**src/rtl/key_dispatch_scheduler_if.sv**
```systemverilog
`default_nettype none
// +--------------------------------------------------------------------------+
// | Module   : key_dispatch_scheduler_if                                     |
// | Purpose  : Bundle between the key dispatch scheduler and the array of    |
// |            RC4 decoder cores.                                            |
// | Signals  : core_start       - one-hot start pulse, scheduler -> cores    |
// |            dispatch_key     - key for the core being started             |
// |            core_finish      - per-core end-of-run pulse, cores -> sched  |
// |            solution_correct - per-core result, valid with core_finish    |
// | Modports : master (scheduler side), slave (core array side)              |
// | Revision : 1.0 - initial release                                         |
// +--------------------------------------------------------------------------+
interface key_dispatch_scheduler_if #(
  parameter int CORES             = 64,
  parameter int SECRET_KEY_LENGTH = 24
);
  logic [CORES-1:0]             core_start;
  logic [SECRET_KEY_LENGTH-1:0] dispatch_key;
  logic [CORES-1:0]             core_finish;
  logic [CORES-1:0]             solution_correct;

  modport master (
    output core_start,
    output dispatch_key,
    input  core_finish,
    input  solution_correct
  );

  modport slave (
    input  core_start,
    input  dispatch_key,
    output core_finish,
    output solution_correct
  );
endinterface
`default_nettype wire

```
**src/rtl/key_dispatch_scheduler.sv**
```systemverilog
`default_nettype none
// +--------------------------------------------------------------------------+
// | Module   : key_dispatch_scheduler                                        |
// | Purpose  : Hands the next untried secret key to any idle decoder core,   |
// |            round-robin, stops on first solution / keyspace exhaustion /  |
// |            abort, drains in-flight cores and reports the winner.         |
// | Ports    : clk, reset (async, active-low)                                |
// |            start, abort      - one-cycle control pulses                  |
// |            core_bus (master) - core_start/dispatch_key out,              |
// |                                core_finish/solution_correct in           |
// |            next_key          - next undispatched key (L+1 bits)          |
// |            busy, done        - status levels                             |
// |            found, no_solution, winner_core, winner_key - result          |
// | Revision : 1.0 - initial release                                         |
// +--------------------------------------------------------------------------+
module key_dispatch_scheduler #(
  parameter int CORES             = 64,
  parameter int SECRET_KEY_LENGTH = 24,
  parameter int CORE_IDX_WIDTH    = 6
) (
  input  logic                            clk,
  input  logic                            reset,
  input  logic                            start,
  input  logic                            abort,
  key_dispatch_scheduler_if.master        core_bus,
  output logic [SECRET_KEY_LENGTH:0]      next_key,
  output logic                            busy,
  output logic                            done,
  output logic                            found,
  output logic                            no_solution,
  output logic [CORE_IDX_WIDTH-1:0]       winner_core,
  output logic [SECRET_KEY_LENGTH-1:0]    winner_key
);

  localparam int L     = SECRET_KEY_LENGTH;
  localparam int SUM_W = CORE_IDX_WIDTH + 1;

  localparam logic [1:0] S_IDLE     = 2'd0;
  localparam logic [1:0] S_DISPATCH = 2'd1;
  localparam logic [1:0] S_DRAIN    = 2'd2;
  localparam logic [1:0] S_DONE     = 2'd3;

  // Counter value meaning "every key has been handed out" (2^L).
  localparam logic [L:0]                c_key_space = {1'b1, {L{1'b0}}};
  localparam logic [SUM_W-1:0]          c_cores_ext = SUM_W'(CORES);
  localparam logic [CORE_IDX_WIDTH-1:0] c_last_idx  = CORE_IDX_WIDTH'(CORES - 1);
  localparam logic [CORES-1:0]          c_one_hot0  = {{(CORES-1){1'b0}}, 1'b1};

  logic [1:0]                r_state;
  logic [1:0]                w_state_next;
  logic [L:0]                r_key_cnt;
  logic [CORES-1:0]          r_busy_mask;
  logic [CORE_IDX_WIDTH-1:0] r_ptr;
  logic                      r_found;
  logic                      r_no_solution;
  logic [CORE_IDX_WIDTH-1:0] r_winner_core;
  logic [L-1:0]              r_winner_key;
  logic [CORES-1:0]          r_core_start;
  logic [L-1:0]              r_dispatch_key;
  logic [L-1:0]              r_core_key [CORES];

  logic                      w_sel_valid;
  logic [CORE_IDX_WIDTH-1:0] w_sel_idx;
  logic [CORES-1:0]          w_sel_onehot;
  logic [CORE_IDX_WIDTH-1:0] w_ptr_next;
  logic [CORES-1:0]          w_hits;
  logic                      w_hit_any;
  logic [CORE_IDX_WIDTH-1:0] w_hit_idx;
  logic                      w_capture;
  logic                      w_exhausted;
  logic                      w_stop;
  logic                      w_dispatch_en;
  logic                      w_restart;
  logic                      w_drain_empty;

  // Round-robin pick: first core with a clear busy bit at or above the
  // pointer, wrapping. Scanning offsets from high to low lets the smallest
  // offset overwrite the result last.
  always_comb begin : p_select
    logic [SUM_W-1:0] w_cand;
    w_sel_valid = 1'b0;
    w_sel_idx   = '0;
    w_cand      = '0;
    for (int i = CORES - 1; i >= 0; i--) begin
      w_cand = {1'b0, r_ptr} + SUM_W'(i);
      if (w_cand >= c_cores_ext) begin
        w_cand = w_cand - c_cores_ext;
      end
      if (!r_busy_mask[w_cand[CORE_IDX_WIDTH-1:0]]) begin
        w_sel_valid = 1'b1;
        w_sel_idx   = w_cand[CORE_IDX_WIDTH-1:0];
      end
    end
  end

  assign w_sel_onehot = c_one_hot0 << w_sel_idx;
  assign w_ptr_next   = (w_sel_idx == c_last_idx) ? '0 : w_sel_idx + 1'b1;

  // Lowest-index correct finisher wins a simultaneous tie.
  always_comb begin : p_hit_encode
    w_hits    = core_bus.core_finish & core_bus.solution_correct;
    w_hit_any = |w_hits;
    w_hit_idx = '0;
    for (int i = CORES - 1; i >= 0; i--) begin
      if (w_hits[i]) begin
        w_hit_idx = CORE_IDX_WIDTH'(i);
      end
    end
  end

  assign w_exhausted   = (r_key_cnt == c_key_space);
  assign w_capture     = w_hit_any && !r_found &&
                         ((r_state == S_DISPATCH) || (r_state == S_DRAIN));
  assign w_stop        = w_capture || abort || w_exhausted;
  assign w_drain_empty = (r_busy_mask == '0);

  // ---------------- FSM: state register ----------------
  always_ff @(posedge clk or negedge reset) begin
    if (!reset) begin
      r_state <= S_IDLE;
    end else begin
      r_state <= w_state_next;
    end
  end

  // ---------------- FSM: next state ----------------
  always_comb begin
    w_state_next = r_state;
    case (r_state)
      S_IDLE:     if (start)         w_state_next = S_DISPATCH;
      S_DISPATCH: if (w_stop)        w_state_next = S_DRAIN;
      S_DRAIN:    if (w_drain_empty) w_state_next = S_DONE;
      S_DONE:     if (start)         w_state_next = S_DISPATCH;
      default:                       w_state_next = S_IDLE;
    endcase
  end

  // ---------------- FSM: outputs ----------------
  // No dispatch in the cycle a stop condition is seen, so nothing new is
  // launched after a solution or abort has been sampled.
  always_comb begin
    busy          = (r_state == S_DISPATCH) || (r_state == S_DRAIN);
    done          = (r_state == S_DONE);
    w_restart     = start && ((r_state == S_IDLE) || (r_state == S_DONE));
    w_dispatch_en = (r_state == S_DISPATCH) && !w_stop && w_sel_valid;
  end

  // ---------------- Datapath ----------------
  always_ff @(posedge clk or negedge reset) begin
    if (!reset) begin
      r_key_cnt      <= '0;
      r_busy_mask    <= '0;
      r_ptr          <= '0;
      r_found        <= 1'b0;
      r_no_solution  <= 1'b0;
      r_winner_core  <= '0;
      r_winner_key   <= '0;
      r_core_start   <= '0;
      r_dispatch_key <= '0;
      for (int i = 0; i < CORES; i++) begin
        r_core_key[i] <= '0;
      end
    end else begin
      r_core_start <= '0;
      if (w_restart) begin
        r_key_cnt     <= '0;
        r_busy_mask   <= '0;
        r_ptr         <= '0;
        r_found       <= 1'b0;
        r_no_solution <= 1'b0;
      end else begin
        // A finish frees its core one cycle later; a dispatch claims one.
        r_busy_mask <= (r_busy_mask & ~core_bus.core_finish) |
                       (w_dispatch_en ? w_sel_onehot : '0);
        if (w_dispatch_en) begin
          r_core_start          <= w_sel_onehot;
          r_dispatch_key        <= r_key_cnt[L-1:0];
          r_core_key[w_sel_idx] <= r_key_cnt[L-1:0];
          r_key_cnt             <= r_key_cnt + 1'b1;
          r_ptr                 <= w_ptr_next;
        end
        if (w_capture) begin
          r_found       <= 1'b1;
          r_winner_core <= w_hit_idx;
          r_winner_key  <= r_core_key[w_hit_idx];
        end
        if ((r_state == S_DRAIN) && w_drain_empty) begin
          r_no_solution <= w_exhausted && !r_found && !w_capture;
        end
      end
    end
  end

  assign core_bus.core_start   = r_core_start;
  assign core_bus.dispatch_key = r_dispatch_key;
  assign next_key              = r_key_cnt;
  assign found                 = r_found;
  assign no_solution           = r_no_solution;
  assign winner_core           = r_winner_core;
  assign winner_key            = r_winner_key;

endmodule
`default_nettype wire

```
**src/flat_wrapper.sv**
```systemverilog
// flat-port wrapper written by rule: the top's interface ports become plain ports
module key_dispatch_scheduler_flat 
#(
  parameter int CORES             = 64,
  parameter int SECRET_KEY_LENGTH = 24,
  parameter int CORE_IDX_WIDTH    = 6
)
  (clk, reset, start, abort, next_key, busy, done, found, no_solution, winner_core, winner_key, core_bus_core_start, core_bus_dispatch_key, core_bus_core_finish, core_bus_solution_correct);
  key_dispatch_scheduler_if #(.CORES(CORES), .SECRET_KEY_LENGTH(SECRET_KEY_LENGTH)) core_bus_i ();
  input  logic clk;
  input  logic reset;
  input  logic start;
  input  logic abort;
  output logic [SECRET_KEY_LENGTH:0] next_key;
  output logic busy;
  output logic done;
  output logic found;
  output logic no_solution;
  output logic [CORE_IDX_WIDTH-1:0] winner_core;
  output logic [SECRET_KEY_LENGTH-1:0] winner_key;
  output wire logic [$bits(core_bus_i.core_start)-1:0] core_bus_core_start;
  output wire logic [$bits(core_bus_i.dispatch_key)-1:0] core_bus_dispatch_key;
  input wire logic [$bits(core_bus_i.core_finish)-1:0] core_bus_core_finish;
  input wire logic [$bits(core_bus_i.solution_correct)-1:0] core_bus_solution_correct;
  assign core_bus_core_start = core_bus_i.core_start;
  assign core_bus_dispatch_key = core_bus_i.dispatch_key;
  assign core_bus_i.core_finish = core_bus_core_finish;
  assign core_bus_i.solution_correct = core_bus_solution_correct;
  key_dispatch_scheduler #(.CORES(CORES), .SECRET_KEY_LENGTH(SECRET_KEY_LENGTH), .CORE_IDX_WIDTH(CORE_IDX_WIDTH)) u_core (.clk(clk), .reset(reset), .start(start), .abort(abort), .core_bus(core_bus_i), .next_key(next_key), .busy(busy), .done(done), .found(found), .no_solution(no_solution), .winner_core(winner_core), .winner_key(winner_key));
endmodule
```
**config.mk**
```make
export PLATFORM = sky130hd
export DESIGN_NAME = key_dispatch_scheduler_flat
export DESIGN_NICKNAME = d
export VERILOG_FILES = /design/src/rtl/key_dispatch_scheduler_if.sv /design/src/rtl/key_dispatch_scheduler.sv /design/src/flat_wrapper.sv
export SDC_FILE = /design/constraint.sdc
export NUM_CORES = 2
export LEC_CHECK = 0
export CORE_UTILIZATION = 55
export CTS_BUF_LIST = sky130_fd_sc_hd__clkbuf_16
export DETAILED_ROUTE_END_ITERATION = 7
export PLACE_DENSITY = 0.72
export SLEW_MARGIN = 10
export SYNTH_ARGS = -nofsm -noshare
export SYNTH_HDL_FRONTEND = slang
export SYNTH_SLANG_ARGS = --single-unit
```
**constraint.sdc**
```tcl
create_clock -name clk -period 7.9 [get_ports clk]
set_clock_uncertainty 0.05 [all_clocks]
set_input_delay 1.185 -clock clk [delete_from_list [all_inputs] [get_ports clk]]
set_output_delay 1.185 -clock clk [all_outputs]
set_load 0.02 [all_outputs]
```
# Word level (Yosys, flattened, before mapping)
# Cells that the tools add are included.
[op_classes]
n_addsub = 129
n_lt_le_gt_ge = 131
eq_ne = 8
shift = 1
n_mux = 406
bitwise_logic = 7
reduce_logical = 26
[ops]
columns = ["cell", "count"]
rows = [
  ["bitwise mux 1536 bit", 1],
  ["two-way mux 6 bit", 195],
  [">= comparator 7 bit, second input constant", 65],
  ["less-than comparator 6 x 7 -> 1 bit, second input constant", 64],
  ["binary-select mux 1 bit (select 6 bit)", 64],
  ["subtractor 6 x 1 -> 6 bit, second input constant", 64],
  ["adder 6 x 6 -> 7 bit, second input constant", 32],
  ["two-way mux 64 bit", 3],
  ["binary-select mux 24 bit (select 6 bit)", 1],
  ["demux 24 bit (select 6 bit)", 1],
  ["two-way mux 1 bit", 132],
  ["bitwise AND 64 bit", 2],
  ["adder 6 x 5 -> 7 bit, second input constant", 16],
  ["two-way mux 24 bit", 3],
  ["logical NOT 64 bit", 1],
  ["NOT 64 bit", 1],
  ["OR 64 bit", 1],
  ["OR reduction 64 bit", 1],
  ["<< shifter 1 x 6 -> 64 bit, first input constant", 1],
  ["adder 6 x 4 -> 7 bit, second input constant", 8],
  ["two-way mux 25 bit", 2],
  ["adder 6 x 3 -> 7 bit, second input constant", 4],
  ["adder 25 x 1 -> 25 bit, second input constant", 1],
  ["== test 25 bit, second input constant", 1],
  ["21 further kinds", 44],
]
[word_totals]
reg_bits = 1753
elab_cells = 782

# Longest topological paths before layout
[logic_depth]
word_depth = 75
depth_mapped = 32

# Worst setup path before layout
# OpenSTA, ideal clock, no wires.
[synth_path]
kind = "register -> register"
start = "register u_core.r_ptr[0]"
end = "register u_core.r_busy_mask[19]"
setup_time_ns = 0.083
arrival_time_ns = 6.669
required_time_ns = 7.767
setup_slack_ns = 1.098
stages_incl_launch_ff = 33
synth_period_minus_slack_ns = 6.802
path_cell_list = "dfrtp_1 > buf_6 > buf_4 > buf_6 > inv_4 > buf_4 > buf_4 > clkbuf_1 > ha_1 > buf_4 > buf_6 > buf_6 > buf_2 > mux4_2 > mux4_2 > nor2_1 > a211o_1 > and2_1 > buf_2 > nor2_1 > a32o_1 > a2111o_1 > a2111oi_0 > a21oi_1 > buf_4 > inv_4 > buf_2 > buf_1 > ha_1 > nand2_1 > or2_2 > clkbuf_1 > o21ai_0"
[synth_via]
elab_chain_cells = 73
word_cells_on_any_way = 516
cone_classes = "add/sub: 127; order compare: 64; shift: 1; mux: 322; bitwise: 1; reduce/logical: 1"
[synth_rtl]
columns = ["element", "line", "rtl"]
rows = [
  ["start: declaration", "key_dispatch_scheduler.sv:53", "logic [CORE_IDX_WIDTH-1:0] r_ptr;"],
  ["start signal: assignment", "key_dispatch_scheduler.sv:180", "r_ptr <= w_ptr_next;"],
  ["adder 6 x 6 -> 7 bit", "key_dispatch_scheduler.sv:85", "w_cand = {1'b0, r_ptr} + SUM_W'(i);"],
  ["subtractor 6 x 1 -> 6 bit / >= comparator 7 bit (equally long branches)", "key_dispatch_scheduler.sv:87, key_dispatch_scheduler.sv:86", ""],
  ["two-way mux 6 bit", "key_dispatch_scheduler.sv:86", "if (w_cand >= c_cores_ext) begin"],
  ["binary-select mux 1 bit (select 6 bit)", "key_dispatch_scheduler.sv:89", "if (!r_busy_mask[w_cand[CORE_IDX_WIDTH-1:0]]) begin"],
  ["two-way mux 1 bit (not written as such)", "key_dispatch_scheduler.sv:89", ""],
  ["two-way mux 6 bit / two-way mux 1 bit (equally long branches) (64 in series)", "key_dispatch_scheduler.sv:89", ""],
  ["<< shifter 1 x 6 -> 64 bit / logical AND 1 bit (equally long branches)", "key_dispatch_scheduler.sv:96, key_dispatch_scheduler.sv:145", ""],
  ["two-way mux 64 bit *", "key_dispatch_scheduler.sv:174", "(w_dispatch_en ? w_sel_onehot : '0);"],
  ["OR 64 bit *", "key_dispatch_scheduler.sv:173", "r_busy_mask <= (r_busy_mask & ~core_bus.core_finish) |"],
  ["two-way mux 64 bit *", "key_dispatch_scheduler.sv:165", "if (w_restart) begin"],
  ["end signal: assignment", "key_dispatch_scheduler.sv:173", ""],
  ["end: declaration", "key_dispatch_scheduler.sv:52", "logic [CORES-1:0] r_busy_mask;"],
]
# Mark *: on every way between the ends. The rest lies on a longest branch, timed or not. The select of a mux whose other input is x is not followed.
# A chain may end at the register's enable or synchronous reset.

# Final worst setup path
[layout_path]
start = "register u_core.r_ptr[0]"
end = "register u_core.r_core_key[1441] (netlist bit)"
[layout_via]
elab_chain_cells = 75
word_cells_on_any_way = 520
cone_classes = "add/sub: 127; order compare: 66; mux: 323; bitwise: 1; reduce/logical: 3"
[layout_rtl]
columns = ["element", "line", "rtl"]
rows = [
  ["adder 6 x 6 -> 7 bit", "key_dispatch_scheduler.sv:85", ""],
  ["subtractor 6 x 1 -> 6 bit / >= comparator 7 bit (equally long branches)", "key_dispatch_scheduler.sv:87, key_dispatch_scheduler.sv:86", ""],
  ["two-way mux 6 bit", "key_dispatch_scheduler.sv:86", ""],
  ["binary-select mux 1 bit (select 6 bit)", "key_dispatch_scheduler.sv:89", ""],
  ["two-way mux 1 bit (not written as such)", "key_dispatch_scheduler.sv:89", ""],
  ["two-way mux 6 bit (64 in series)", "key_dispatch_scheduler.sv:89", ""],
  ["NOT 6 -> 7 bit (not written as such)", "key_dispatch_scheduler.sv:178", "r_core_key[w_sel_idx] <= r_key_cnt[L-1:0];"],
  [">= comparator 7 bit (not written as such) / less-than comparator 7 x 1 -> 1 bit (equally long branches)", "key_dispatch_scheduler.sv:178", ""],
  ["logical AND 1 bit (not written as such)", "key_dispatch_scheduler.sv:178", ""],
  ["two-way mux 24 bit (not written as such)", "key_dispatch_scheduler.sv:178", ""],
  ["demux 24 bit (select 6 bit)", "key_dispatch_scheduler.sv:178", ""],
  ["bitwise mux 1536 bit", "key_dispatch_scheduler.sv:178", ""],
  ["end signal: indexed assignment", "key_dispatch_scheduler.sv:178", ""],
  ["end: declaration", "key_dispatch_scheduler.sv:60", "logic [L-1:0] r_core_key [CORES];"],
]
# Parallel ways exist; a longest one is shown, timed or not. The select of a mux whose other input is x is not followed.

==> results.ini <==
[synthesis]
synth-edff-count=0
synthArstFlopShare_pct=100
syn_area_per_cell_um2=10.4
synthesis.nets=9407
synthCells=9250
yosysSeqAreaShare_pct=45.7
yosys_most_used_dff=dfrtp_1
synth.distinct_cells=110
synth_most_common_cell=nand2_1
synth_top_area_cell=dfrtp_1
ys_seq_elements=1753
netlist_area_um2=95900
yosysWarnings=0
synth_top_area_share_pct=45.7
synthTopCellsByCount=nand2_1, dfrtp_1, mux2_2, nand3_1, clkbuf_1
ys_top_cells_by_area=dfrtp_1, mux2_2, nand2_1

[global_routing]
track_usage_pct=46.5
gr-total-overflow=0
grt_max_degree=207
grt_pass1_wl_um=587000
grt_pass1_vias=81197
antenna_found_initial=40

[finish]
area_delta_synth_final_pct=15.9
drive_gt1_share_pct=28.0
final_util_pct=64.5
final_area_um2=111000
fin_nets=9783

[route]
antenna_left=0
vias_per_cell=6.94
dr.pass1.iters=6
drt_wl_total_um=413000
vias=83924
drc=0
routedWlPerCell_um=34.2
first_iter_violations=11947

[clocking]
post_cts_buffers=0
cts.sinks=1753
root_buffer=clkbuf_16
clockBufferDepth=3
insertion_delay_ps=870
clk_pin_slew_ps=60
cts_hold_buf=0
cts_resized=0
cts_tree=built
numCtsBuffers=178
htree_num_levels=4

[job]
drv_cap=0

[worst_setup_path]
cp_num_buf_inv=6
worstPathCellList=inv_4 > ha_2 > buf_4 > mux4_2 > mux4_2 > mux2i_1 > a21oi_1 > o31ai_1 > a41oi_1 > buf_4 > a2111oi_0 > o31a_1 > o211ai_2 > buf_12 > nor3_1 > nand3_1 > buf_4 > nor3_4 > buf_12 > mux2_2
cpPeakStageDelay_ps=830
cp_common_cell=buf_4
crit_cells=20
critPathKind=reg2reg
critPathTopFamily=compound AO/OA/AOI/OAI gates
cp_max_fo=24
cp.arrival_ps=8500
end_kind=flip-flop
rr_worst_depth=20
worstPathRequired_ps=8580
start_kind=flip-flop
slowest_stage=a2111oi_0

[die]
io_pins=279
rows=152
core_area_um2=172000
initial_core_util_pct=55.6
dieArea_um2=176000
die_y_um=420
die_w_um=420

[timing]
setup-violations-final=0
hold_violations=0
max_freq_ghz=0.128
maxSlewViolCount=0
post-route-min-period_ps=7810
finalSetupTns_ps=0
rsz0062_at_grt=no
fin_crit_sh_pct=98.9
max_slew_margin_pct=11.3
worst_pin_slew_ps=1310

[power_and_ir_drop]
swShare_pct=40.4
netSwitchingPower_uw=11500
powerDensity_nw_per_um2=255
power_frac_clock_pct=28.8
leakagePower_uw=0.0517
pwr-share-seq_pct=32.7
p_total_uw=28400
peakVddDrop_uv=232
power_frac_comb_pct=38.5
internal_power_uw=16900

[min_path]
worst_hold_path_type=in2async

[place]
hpwlAfterDp_um=288000
gp_congestion=1.09
numPortBuffers=278
dpl_cell_area_um2=106000

[status]
status=finished clean

final cells by class:
type,instances,area (µm²)
clock buffer,180,4500
antenna,17,42.5
inverter,65,249
tap,2310,2890
sequential,1753,43900
multi-input combinational,6648,48800
clock inverter,144,1060
timing repair buffer,980,9810
fill,12940,61300
worst register-to-register path, cell delays in order (launching register included):
cell and delay (ps):
dfrtp_4 510, inv_4 180, ha_2 670, buf_4 300
mux4_2 620, mux4_2 550, mux2i_1 370, a21oi_1 220
o31ai_1 380, a41oi_1 80, buf_4 180, a2111oi_0 830
o31a_1 340, o211ai_2 140, buf_12 180, nor3_1 500
nand3_1 150, buf_4 200, nor3_4 690, buf_12 240
mux2_2 350
through the flow:
stage,setup slack [ps],std cells,hold slack (ps)
global placement,380,11756,413
floorplan,1100,9250,408
global route,146,12083,177
finish,85.0,12097,134
detailed placement,473,11756,420
CTS,445,12080,153
state kept, by name (all words and copies together) (netlist names):
signal / cells
u_core.r_core_key: 1536
u_core.found: 1
u_core.winner_key: 24
u_core.next_key: 25
u_core.no_solution: 1
u_core.core_bus.dispatch_key: 24
u_core.core_bus.core_start: 64
u_core.r_state: 2
u_core.winner_core: 6
u_core.r_ptr: 6
u_core.r_busy_mask: 64
power by group through the flow:
stage / clock, µW / combinational [µW] / sequential, µW
2_1_floorplan: 0 / 4980 / 9430
6_report: 8170 / 10900 / 9270
4_1_cts: 8170 / 10500 / 9260
3_3_place_gp: 0 / 10500 / 9420
5_1_grt: 8530 / 11100 / 9260
3_5_place_dp: 0 / 10400 / 9420
layer usage:
layer  vias to the layer above  wire length (µm)  GRT usage, %
met5                         -               194             0
met4                        28             27300          25.9
met3                      1237             52600          15.5
met2                      5769            172000          65.8
met1                     42896            161000          62.6
li1                      33994                 -             -
path summary, 6_finish.rpt:
| kind | startpoint | slack [ps] | endpoint |
|---|---|---|---|
| min in group clk | u_core.winner_core[2] | 430 | u_core.winner_core[2] |
| max reg2reg | u_core.r_ptr[0] | 90 | u_core.r_core_key[1441] |
| max | u_core.r_ptr[0] | 90 | u_core.r_core_key[1441] |
| min reg2reg | u_core.winner_core[2] | 430 | u_core.winner_core[2] |
| max in group asynchronous | reset | 5520 | u_core.r_core_key[479] |
| min | reset | 130 | u_core.r_core_key[981] |
cell usage in the layout, fill, tap and decap left out, types with 29 or more instances in the layout:
cell type,n
nand3b_1,65
nand2_1,1797
and2_1,55
a211oi_1,69
mux4_2,149
clkinv_1,48
dfrtp_1,1724
nor2_1,203
and3_1,149
mux2i_1,154
mux2_1,201
xor2_1,32
a21oi_1,316
nand4_1,49
buf_12,139
a311oi_1,33
buf_4,563
nor3_1,89
o21ai_0,144
o311ai_0,29
nor4_1,65
o22ai_1,71
mux2_2,1437
nand3_1,698
inv_1,100
clkdlybuf4s50_1,277
o211ai_1,62
clkbuf_16,180
a31oi_1,122
xnor2_1,56
cell families after synthesis:
| family | synth area share [%] |
|---|---|
| buf+inv | 3.92 |
| mux | 24.4 |
| simple gates | 16.6 |
| xor+xnor | 1.05 |
| compound gates | 8.06 |
| fa+ha+maj | 0.326 |
| flops | 45.7 |
Power figures use the tool's default switching activity.
